## config.mk

```make
export PLATFORM = sky130hd
export DESIGN_NAME = rotator_decoder
export DESIGN_NICKNAME = d
export VERILOG_FILES = /design/src/rtl/rot_pkg.sv /design/src/rtl/rotator_decoder.sv
export SDC_FILE = /design/constraint.sdc
export NUM_CORES = 1
export LEC_CHECK = 0
export CORE_MARGIN = 4
export CORE_UTILIZATION = 41
export CTS_BUF_LIST = sky130_fd_sc_hd__clkbuf_8
export DETAILED_ROUTE_END_ITERATION = 16
export PLACE_DENSITY = 0.62
export SYNTH_ARGS = -nofsm -noshare
export SYNTH_HDL_FRONTEND = slang
export SYNTH_SLANG_ARGS = --single-unit
```

## constraint.sdc

```tcl
create_clock -name clk -period 11.3 [get_ports clk]
set_input_delay 1.695 -clock clk [delete_from_list [all_inputs] [get_ports clk]]
set_output_delay 1.695 -clock clk [all_outputs]
set_load 0.05 [all_outputs]
```

## src/rtl/rot_pkg.sv

```systemverilog
// Shared rotate helpers and state type for the rotator word-stream decoder.
// Contents:
//   MAX_W         widest data word the rotate helpers support
//   rotl_n/rotr_n width-generic rotate of the low w bits of x by k (k < w)
//   rdec_state_t  decoder state encoding
package rot_pkg;

    localparam int MAX_W = 64;
    localparam int IDX_W = $clog2(MAX_W);

    typedef enum logic [1:0] {
        IDLE  = 2'd0,
        TRACK = 2'd1,
        FAULT = 2'd2
    } rdec_state_t;

    // Rotate the low w bits left by k; bits at and above w come back zero.
    // The index wraps by compare-and-subtract so a non power of two w is
    // handled correctly.
    function automatic logic [MAX_W-1:0] rotl_n(input logic [MAX_W-1:0] x,
                                                input int unsigned k,
                                                input int unsigned w);
        logic [MAX_W-1:0] r;
        int unsigned idx;
        r = '0;
        for (int unsigned i = 0; i < MAX_W; i++) begin
            if (i < w) begin
                idx = i + k;
                if (idx >= w) idx = idx - w;
                r[idx[IDX_W-1:0]] = x[i];
            end
        end
        return r;
    endfunction

    // Rotate the low w bits right by k; undoes a net left rotation of k.
    function automatic logic [MAX_W-1:0] rotr_n(input logic [MAX_W-1:0] x,
                                                input int unsigned k,
                                                input int unsigned w);
        logic [MAX_W-1:0] r;
        int unsigned idx;
        r = '0;
        for (int unsigned i = 0; i < MAX_W; i++) begin
            if (i < w) begin
                idx = i + k;
                if (idx >= w) idx = idx - w;
                r[i] = x[idx[IDX_W-1:0]];
            end
        end
        return r;
    endfunction

endpackage

```

## src/rtl/rotator_decoder.sv

```systemverilog
// Receive end of the rotator word stream. Tracks the cumulative rotation
// offset, de-rotates each word back to the originally loaded value and flags
// any word that is not a single-step rotation of the previous one.
// Ports:
//   clk, rst_n             clock, async active-low reset
//   in_valid/in_sof        word qualifier / first word after a load
//   in_dir                 step that produced the word (0=left, 1=right)
//   in_data                rotated word
//   err_clr                clears the sticky error
//   out_valid/out_data     registered de-rotated word
//   out_offset             net left-rotation offset of the accepted word
//   locked                 high while tracking
//   err                    sticky consistency error
//   wrap_cnt               saturating count of offset wraps since last sof
module rotator_decoder
    import rot_pkg::*;
#(
    parameter int WIDTH = 8,
    parameter int CNT_W = 8
) (
    input  logic                     clk,
    input  logic                     rst_n,
    input  logic                     in_valid,
    input  logic                     in_sof,
    input  logic                     in_dir,
    input  logic [WIDTH-1:0]         in_data,
    input  logic                     err_clr,
    output logic                     out_valid,
    output logic [WIDTH-1:0]         out_data,
    output logic [$clog2(WIDTH)-1:0] out_offset,
    output logic                     locked,
    output logic                     err,
    output logic [CNT_W-1:0]         wrap_cnt
);

    localparam int OFF_W = $clog2(WIDTH);
    localparam logic [OFF_W-1:0] OFF_MAX = OFF_W'(WIDTH - 1);

    rdec_state_t      state, state_n;
    logic [WIDTH-1:0] ref_word, ref_word_n;
    logic [OFF_W-1:0] offset, offset_n;
    logic             out_valid_n;
    logic [WIDTH-1:0] out_data_n;
    logic [OFF_W-1:0] out_offset_n;
    logic             err_n;
    logic [CNT_W-1:0] wrap_cnt_n;

    logic [OFF_W-1:0] step_off;
    logic             step_wrap;
    logic [WIDTH-1:0] cand;

    // Candidate offset for a single step. Explicit end-point compares keep
    // the arithmetic correct when WIDTH is not a power of two.
    always_comb begin
        step_off  = offset;
        step_wrap = 1'b0;
        if (in_dir) begin
            if (offset == '0) begin
                step_off  = OFF_MAX;
                step_wrap = 1'b1;
            end else begin
                step_off = offset - OFF_W'(1);
            end
        end else begin
            if (offset == OFF_MAX) begin
                step_off  = '0;
                step_wrap = 1'b1;
            end else begin
                step_off = offset + OFF_W'(1);
            end
        end
        cand = WIDTH'(rotr_n(MAX_W'(in_data), int'(step_off), WIDTH));
    end

    // Next-state and next-output logic. A sof word relocks from any state;
    // a mismatching word in TRACK drops to FAULT until the next sof. The err
    // update order makes a same-cycle mismatch win over err_clr.
    always_comb begin
        state_n      = state;
        ref_word_n   = ref_word;
        offset_n     = offset;
        out_valid_n  = 1'b0;
        out_data_n   = out_data;
        out_offset_n = out_offset;
        err_n        = err;
        wrap_cnt_n   = wrap_cnt;

        if (err_clr) err_n = 1'b0;

        if (in_valid) begin
            if (in_sof) begin
                state_n      = TRACK;
                ref_word_n   = in_data;
                offset_n     = '0;
                wrap_cnt_n   = '0;
                out_valid_n  = 1'b1;
                out_data_n   = in_data;
                out_offset_n = '0;
            end else if (state == TRACK) begin
                if (cand == ref_word) begin
                    offset_n     = step_off;
                    out_valid_n  = 1'b1;
                    out_data_n   = cand;
                    out_offset_n = step_off;
                    if (step_wrap && (wrap_cnt != '1))
                        wrap_cnt_n = wrap_cnt + CNT_W'(1);
                end else begin
                    err_n   = 1'b1;
                    state_n = FAULT;
                end
            end
        end
    end

    // State and output registers.
    always_ff @(posedge clk or negedge rst_n) begin
        if (!rst_n) begin
            state      <= IDLE;
            ref_word   <= '0;
            offset     <= '0;
            out_valid  <= 1'b0;
            out_data   <= '0;
            out_offset <= '0;
            err        <= 1'b0;
            wrap_cnt   <= '0;
        end else begin
            state      <= state_n;
            ref_word   <= ref_word_n;
            offset     <= offset_n;
            out_valid  <= out_valid_n;
            out_data   <= out_data_n;
            out_offset <= out_offset_n;
            err        <= err_n;
            wrap_cnt   <= wrap_cnt_n;
        end
    end

    assign locked = (state == TRACK);

endmodule

```

==> results of run 1 <==
worst paths after layout:
path	to	slack (ns)	cells past startpoint
worst max register to register	out_data[5]	7.07	12
worst min-delay path	ref_word[2]	0.51	2
min in group asynchronous	wrap_cnt[5]	1.81	2
worst min register to register	ref_word[2]	0.51	2
max in group asynchronous	ref_word[3]	9.20	2
worst max-delay path	out_data[5]	5.75	11
synthesized netlist by cell type, drive strengths merged (2+ instances only):
library cell | number | area (um2)
nand3 | 3 | 15.0
mux4 | 4 | 90.1
a21o | 2 | 15.0
xor2 | 5 | 43.8
nand3b | 2 | 15.0
and2 | 2 | 12.5
and3 | 4 | 25.0
nor3 | 6 | 35.0
o22ai | 2 | 12.5
nor2b | 6 | 37.5
or3 | 3 | 18.8
clkbuf | 7 | 26.3
ha | 14 | 175
nor4 | 5 | 62.6
buf | 4 | 32.5
o31ai | 2 | 15.0
nor2 | 3 | 11.3
nand2 | 23 | 86.3
and4 | 2 | 17.5
inv | 14 | 52.6
o21ai | 13 | 65.1
mux2 | 13 | 146
o41ai | 2 | 25.0
nand2b | 10 | 70.1
nand4 | 5 | 31.3
xnor2 | 5 | 43.8
mux2i | 30 | 300
dfrtp | 31 | 776
a31oi | 3 | 18.8
kinds of logic after synthesis:
logic type,share of synthesized area
xor+xnor,0.0366
compound gates,0.0961
fa+ha+maj,0.0731
buf+inv,0.0465
simple gates,0.200
mux,0.224
flops,0.324
layer usage:
metal  share of wire  global-route usage  vias up
met5               0                   0        -
met4           0.010              0.0345        0
met3           0.047              0.0383        6
met1            0.48               0.210      913
li1                -                   -      929
met2            0.46               0.261       41
worst max-delay path, cell delays in order:
cell,delay (ns)
clkdlybuf4s50_1,0.57
nand3b_1,0.14
a21bo_1,0.54
inv_1,0.15
ha_1,0.24
xnor2_1,0.44
mux2i_1,0.28
xor2_1,0.10
and4_1,0.25
a31oi_1,0.87
mux2_2,0.43
power by group:
group | internal, mW | switching [mW] | total (mW)
sequential | 0.125 | 0.00911 | 0.134
clock | 0.0546 | 0.0394 | 0.0940
combinational | 0.0519 | 0.0813 | 0.133
total | 0.231 | 0.130 | 0.361
stage by stage:
| step | cell area (um2) | hold slack, ns | power (mW) | instances |
|---|---|---|---|---|
| floorplan | 2400 | 0.469 | 0.229 | 238 |
| global placement | 2800 | 0.491 | 0.268 | 337 |
| detailed placement | 2800 | 0.499 | 0.270 | 337 |
| CTS | 2900 | 0.513 | 0.366 | 345 |
| global route | 2900 | 0.542 | 0.383 | 345 |
| finish | 2900 | 0.506 | 0.361 | 345 |
state kept, by name (all words and copies together) (netlist names):
| name | flops |
|---|---|
| err | 1 |
| offset | 3 |
| out_data | 8 |
| out_valid | 1 |
| ref_word | 8 |
| state | 2 |
| wrap_cnt | 8 |
layout make-up:
type / instances / area, um2 / share of cell area
clock buffer: 7 / 96.3 / 0.0332
clock inverter: 1 / 3.75 / 0.00129
inverter: 14 / 52.6 / 0.0181
multi-input combinational: 182 / 1510 / 0.520
sequential: 31 / 776 / 0.267
tap: 72 / 90.1 / 0.0311
timing repair buffer: 38 / 373 / 0.129
==> impl_metrics.py, run 1 <==
metrics = {
    "run_status": {
        "status": "complete, no violations",
    },
    "flow_run": {
        "drv_cap": 0,
    },
    "synthesis": {
        "syn_inst": 238,
        "synth_ff_type": "dfrtp_1",
        "async_reset_ff_frac": 1.00,
        "synthDistinctLibCells": 47,
        "synthesis.area_um2": 2400,
        "yosys_warnings": 0,
        "syn_nets": 266,
        "syn_avg_cell_area_um2": 10.1,
        "yosysSeqAreaShare": 0.324,
        "synth-edff-count": 0,
        "ys_ff_latch": 31,
    },
    "drt": {
        "dr_total_vias": 1889,
        "drt_iter0_markers": 43,
        "wl_per_cell_um": 15.5,
        "avgViaCountPerCell": 5.48,
        "firstDrtPassIters": 4,
        "ant_nets": 0,
        "wl_um": 5360,
        "drc": 0,
    },
    "layout": {
        "area_delta_synth_final_pct": 21.0,
        "fill_cells": 551,
        "layout.cells.most_common": "clkdlybuf4s50_1",
        "most-common-layout-cells": "clkdlybuf4s50_1 (35), dfrtp_1 (31), mux2i_1 (30)",
        "drive_above_1_share": 0.136,
        "layout.nets": 300,
        "antennaDiodeCount": 0,
        "finish.utilization": 0.520,
    },
    "grt": {
        "gr-usage-all-layers": 0.158,
        "grt_pass1_wl_um": 9260,
        "overflow": 0,
        "first_global_vias": 1918,
        "antenna_found_initial": 0,
        "grt_max_degree": 32,
    },
    "clock_tree": {
        "postCtsHoldBufs": 0,
        "cts_htree_levels": 2,
        "cts_sinks": 31,
        "ctsResizeCount": 0,
        "ctsRootBufferMaster": "clkbuf_8",
        "cts_setup_buffers": 0,
        "cts-root-to-sink-buffers": 2,
        "worstSkewPairLatency_ns": 0.28,
        "cts_tree": "built",
        "path_clk_slew_ns": 0.06,
        "cts_buffers": 5,
    },
    "worst_setup_path": {
        "critPathArrivalTime_ns": 5.71,
        "path_class": "in -> reg",
        "reg2reg_from": "offset[0]",
        "cp-startpoint": "in_dir",
        "crit_path_start_kind": "primary input",
        "crit_fanout": 12,
        "cp.required_ns": 11.47,
        "end_kind": "flop",
    },
    "timing": {
        "skew_ns": 0.00514,
        "finalSetupViolations": 0,
        "max_freq_mhz": 180,
        "slew_headroom": 0.180,
        "tightest_slew_ns": 1.22,
        "min_period_ns": 5.55,
        "layout_worst_path_cycle_share": 0.491,
        "fin_tns_setup_ns": 0,
        "maxSlewViolCount": 0,
        "worst_slack_ns": 5.75,
        "rsz0062_at_grt": "false",
        "finalHoldViolCount": 0,
    },
    "placed_design": {
        "io_buffers": 35,
        "place_ws_ns": 5.48,
        "hpwlAfterDp_um": 3940,
        "routabilityCongestion": 0.769,
    },
    "floorplan": {
        "die_w_um": 84.4,
        "start_util": 0.430,
        "pin_count": 36,
        "die_h_um": 84.4,
        "core_area_um2": 5570,
        "placementRows": 27,
        "dieArea_um2": 7130,
    },
    "pwr": {
        "p_leak_nw": 1.29,
        "peakVddDrop_mv": 0.0698,
        "power_density_nw_per_um2": 124,
    },
    "worst_hold_path": {
        "hold_start": "ref_word[2]",
        "hp-class": "reg -> reg",
    },
}
No activity file was read; power rests on OpenSTA's default activity.
==> inputs of run 2 (changes only) <==
PLACE_DENSITY = 0.65   (was 0.62)
clock period = 4.7 ns   (was 11.3 ns; I/O delays follow)
==> run 2 against run 1 <==
  * Final cell count increased by 1.4%
  * Non-clock buffer count is 6 higher
  * First-iteration DRC count increased by 74%
  * Routed wire length grew 2.0%
  * Sequential share of layout area fell by 0.30 points
  * Worst setup slack lost 5.2 ns
  * Flip-flop and latch count did not move
  * Via count up 1.6%
  * Clock-buffer cell count shrank 1
  * Combinational power rose by 150%
==> impl_metrics.py, run 2 (same netlist as run 1, synthesis figures left out) <==
metrics = {
    "run_status": {
        "status": "complete, no violations",
    },
    "clock_tree": {
        "cts_tree": "built",
        "cts_sinks": 31,
        "cts_setup_buffers": 0,
        "cts_buffers": 5,
        "postCtsHoldBufs": 0,
        "worstSkewPairLatency_ns": 0.29,
        "ctsResizeCount": 0,
        "ctsRootBufferMaster": "clkbuf_8",
        "cts-root-to-sink-buffers": 2,
        "cts_htree_levels": 2,
        "path_clk_slew_ns": 0.07,
    },
    "floorplan": {
        "core_area_um2": 5570,
        "die_w_um": 84.4,
        "dieArea_um2": 7130,
        "start_util": 0.430,
        "pin_count": 36,
        "placementRows": 27,
        "die_h_um": 84.4,
    },
    "layout": {
        "most-common-layout-cells": "clkdlybuf4s50_1 (35), dfrtp_1 (31), mux2i_1 (30)",
        "area_delta_synth_final_pct": 22.4,
        "layout.cells.most_common": "clkdlybuf4s50_1",
        "layout.nets": 306,
        "antennaDiodeCount": 0,
        "finalInstanceArea_um2": 2930,
        "fill_cells": 526,
        "reg.largest.list": "out_data x8, ref_word x8, wrap_cnt x8",
        "drive_above_1_share": 0.155,
    },
    "pwr": {
        "p_leak_nw": 1.31,
        "power_density_nw_per_um2": 295,
        "peakVddDrop_mv": 0.183,
    },
    "timing": {
        "min_period_ns": 4.16,
        "slew_headroom": 0.354,
        "fin_tns_setup_ns": 0,
        "finalHoldViolCount": 0,
        "max_freq_mhz": 240,
        "layout_worst_path_cycle_share": 0.885,
        "tightest_slew_ns": 0.966,
        "finalSetupViolations": 0,
        "maxSlewViolCount": 0,
        "skew_ns": 0.00642,
        "fin_hold_ws_ns": 0.506,
        "rsz0062_at_grt": "false",
    },
    "worst_hold_path": {
        "worstHoldPathCells": 1,
        "hp-class": "reg -> reg",
    },
    "grt": {
        "grt_pass1_wl_um": 9440,
        "grt_max_degree": 32,
        "grt-busiest-layer": "met2",
        "grt_use_met3": 0.0383,
        "antenna_found_initial": 0,
        "overflow": 0,
        "first_global_vias": 1961,
        "met2_usage": 0.270,
        "grt_use_met1": 0.210,
        "gr-usage-all-layers": 0.161,
    },
    "drt": {
        "drt_iter0_markers": 75,
        "dr_total_vias": 1920,
        "wl_per_cell_um": 15.6,
        "wl_um": 5470,
        "firstDrtPassIters": 5,
        "ant_nets": 0,
        "avgViaCountPerCell": 5.49,
        "drc": 0,
    },
    "worst_setup_path": {
        "path_class": "in -> reg",
        "end_kind": "flop",
        "cpMaxStageDelayCell": "clkdlybuf4s50_1",
        "worstRegToRegCells": 11,
        "cp.required_ns": 4.87,
        "crit_fanout": 11,
        "crit_path_start_kind": "primary input",
        "critPathArrivalTime_ns": 4.34,
        "cpPeakStageDelay_ns": 0.57,
        "crit_path_cell_trace": "clkdlybuf4s50_1 > nand3b_1 > a21bo_1 > ha_1 > mux4_2 > and3_1 > or4b_4 > or4_4 > or3_1 > o211a_1",
    },
    "placed_design": {
        "routabilityCongestion": 0.850,
        "place_area_um2": 2850,
        "hpwlAfterDp_um": 4060,
        "io_buffers": 35,
    },
    "flow_run": {
        "drv_cap": 0,
    },
}
[run 2: metal layers]
layer	vias to the layer above	part of all wire
met4	0	0.012
met2	41	0.47
met5	-	0
met1	936	0.47
li1	936	-
met3	7	0.048
[run 2: through the flow]
stage               power [mW]  instances  setup slack [ns]  utilization
floorplan                0.550        238             0.514            -
global placement         0.649        343             0.338        0.510
detailed placement       0.654        343             0.259        0.510
CTS                      0.874        350             0.539        0.526
global route             0.916        350             0.315        0.526
finish                   0.866        350             0.539        0.526
[run 2: report_power, final]
group	switching [mW]	internal, mW	leakage (nW)
Clock	0.103	0.115	0.0470
Combinational	0.197	0.130	0.867
Sequential	0.0212	0.299	0.394
[run 2: worst paths after layout]
check	start	endpoint	slack (ns)
worst max-delay path	in_dir	wrap_cnt[2]	0.54
worst min-delay path	out_data[7]	out_data[7]	0.51
worst min register to register	out_data[7]	out_data[7]	0.51
max in group asynchronous	rst_n	ref_word[4]	3.57
min in group asynchronous	rst_n	wrap_cnt[4]	0.82
worst max register to register	offset[0]	wrap_cnt[2]	0.82
[run 2: final cells by class]
cell class	count	area, um2	share of cell area
multi-input combinational	182	1510	0.515
timing repair buffer	44	418	0.142
clock inverter	1	5.00	0.00171
inverter	14	52.6	0.0179
tap	72	90.1	0.0307
sequential	31	776	0.265
clock buffer	6	82.6	0.0282
[run 2: critical path: cells and delay by family]
| family | cells | cell delay, ns |
|---|---|---|
| mux | 1 | 0.35 |
| fa+ha+maj | 1 | 0.30 |
| buf+inv | 1 | 0.57 |
| simple gates | 5 | 1.84 |
| compound gates | 2 | 0.58 |
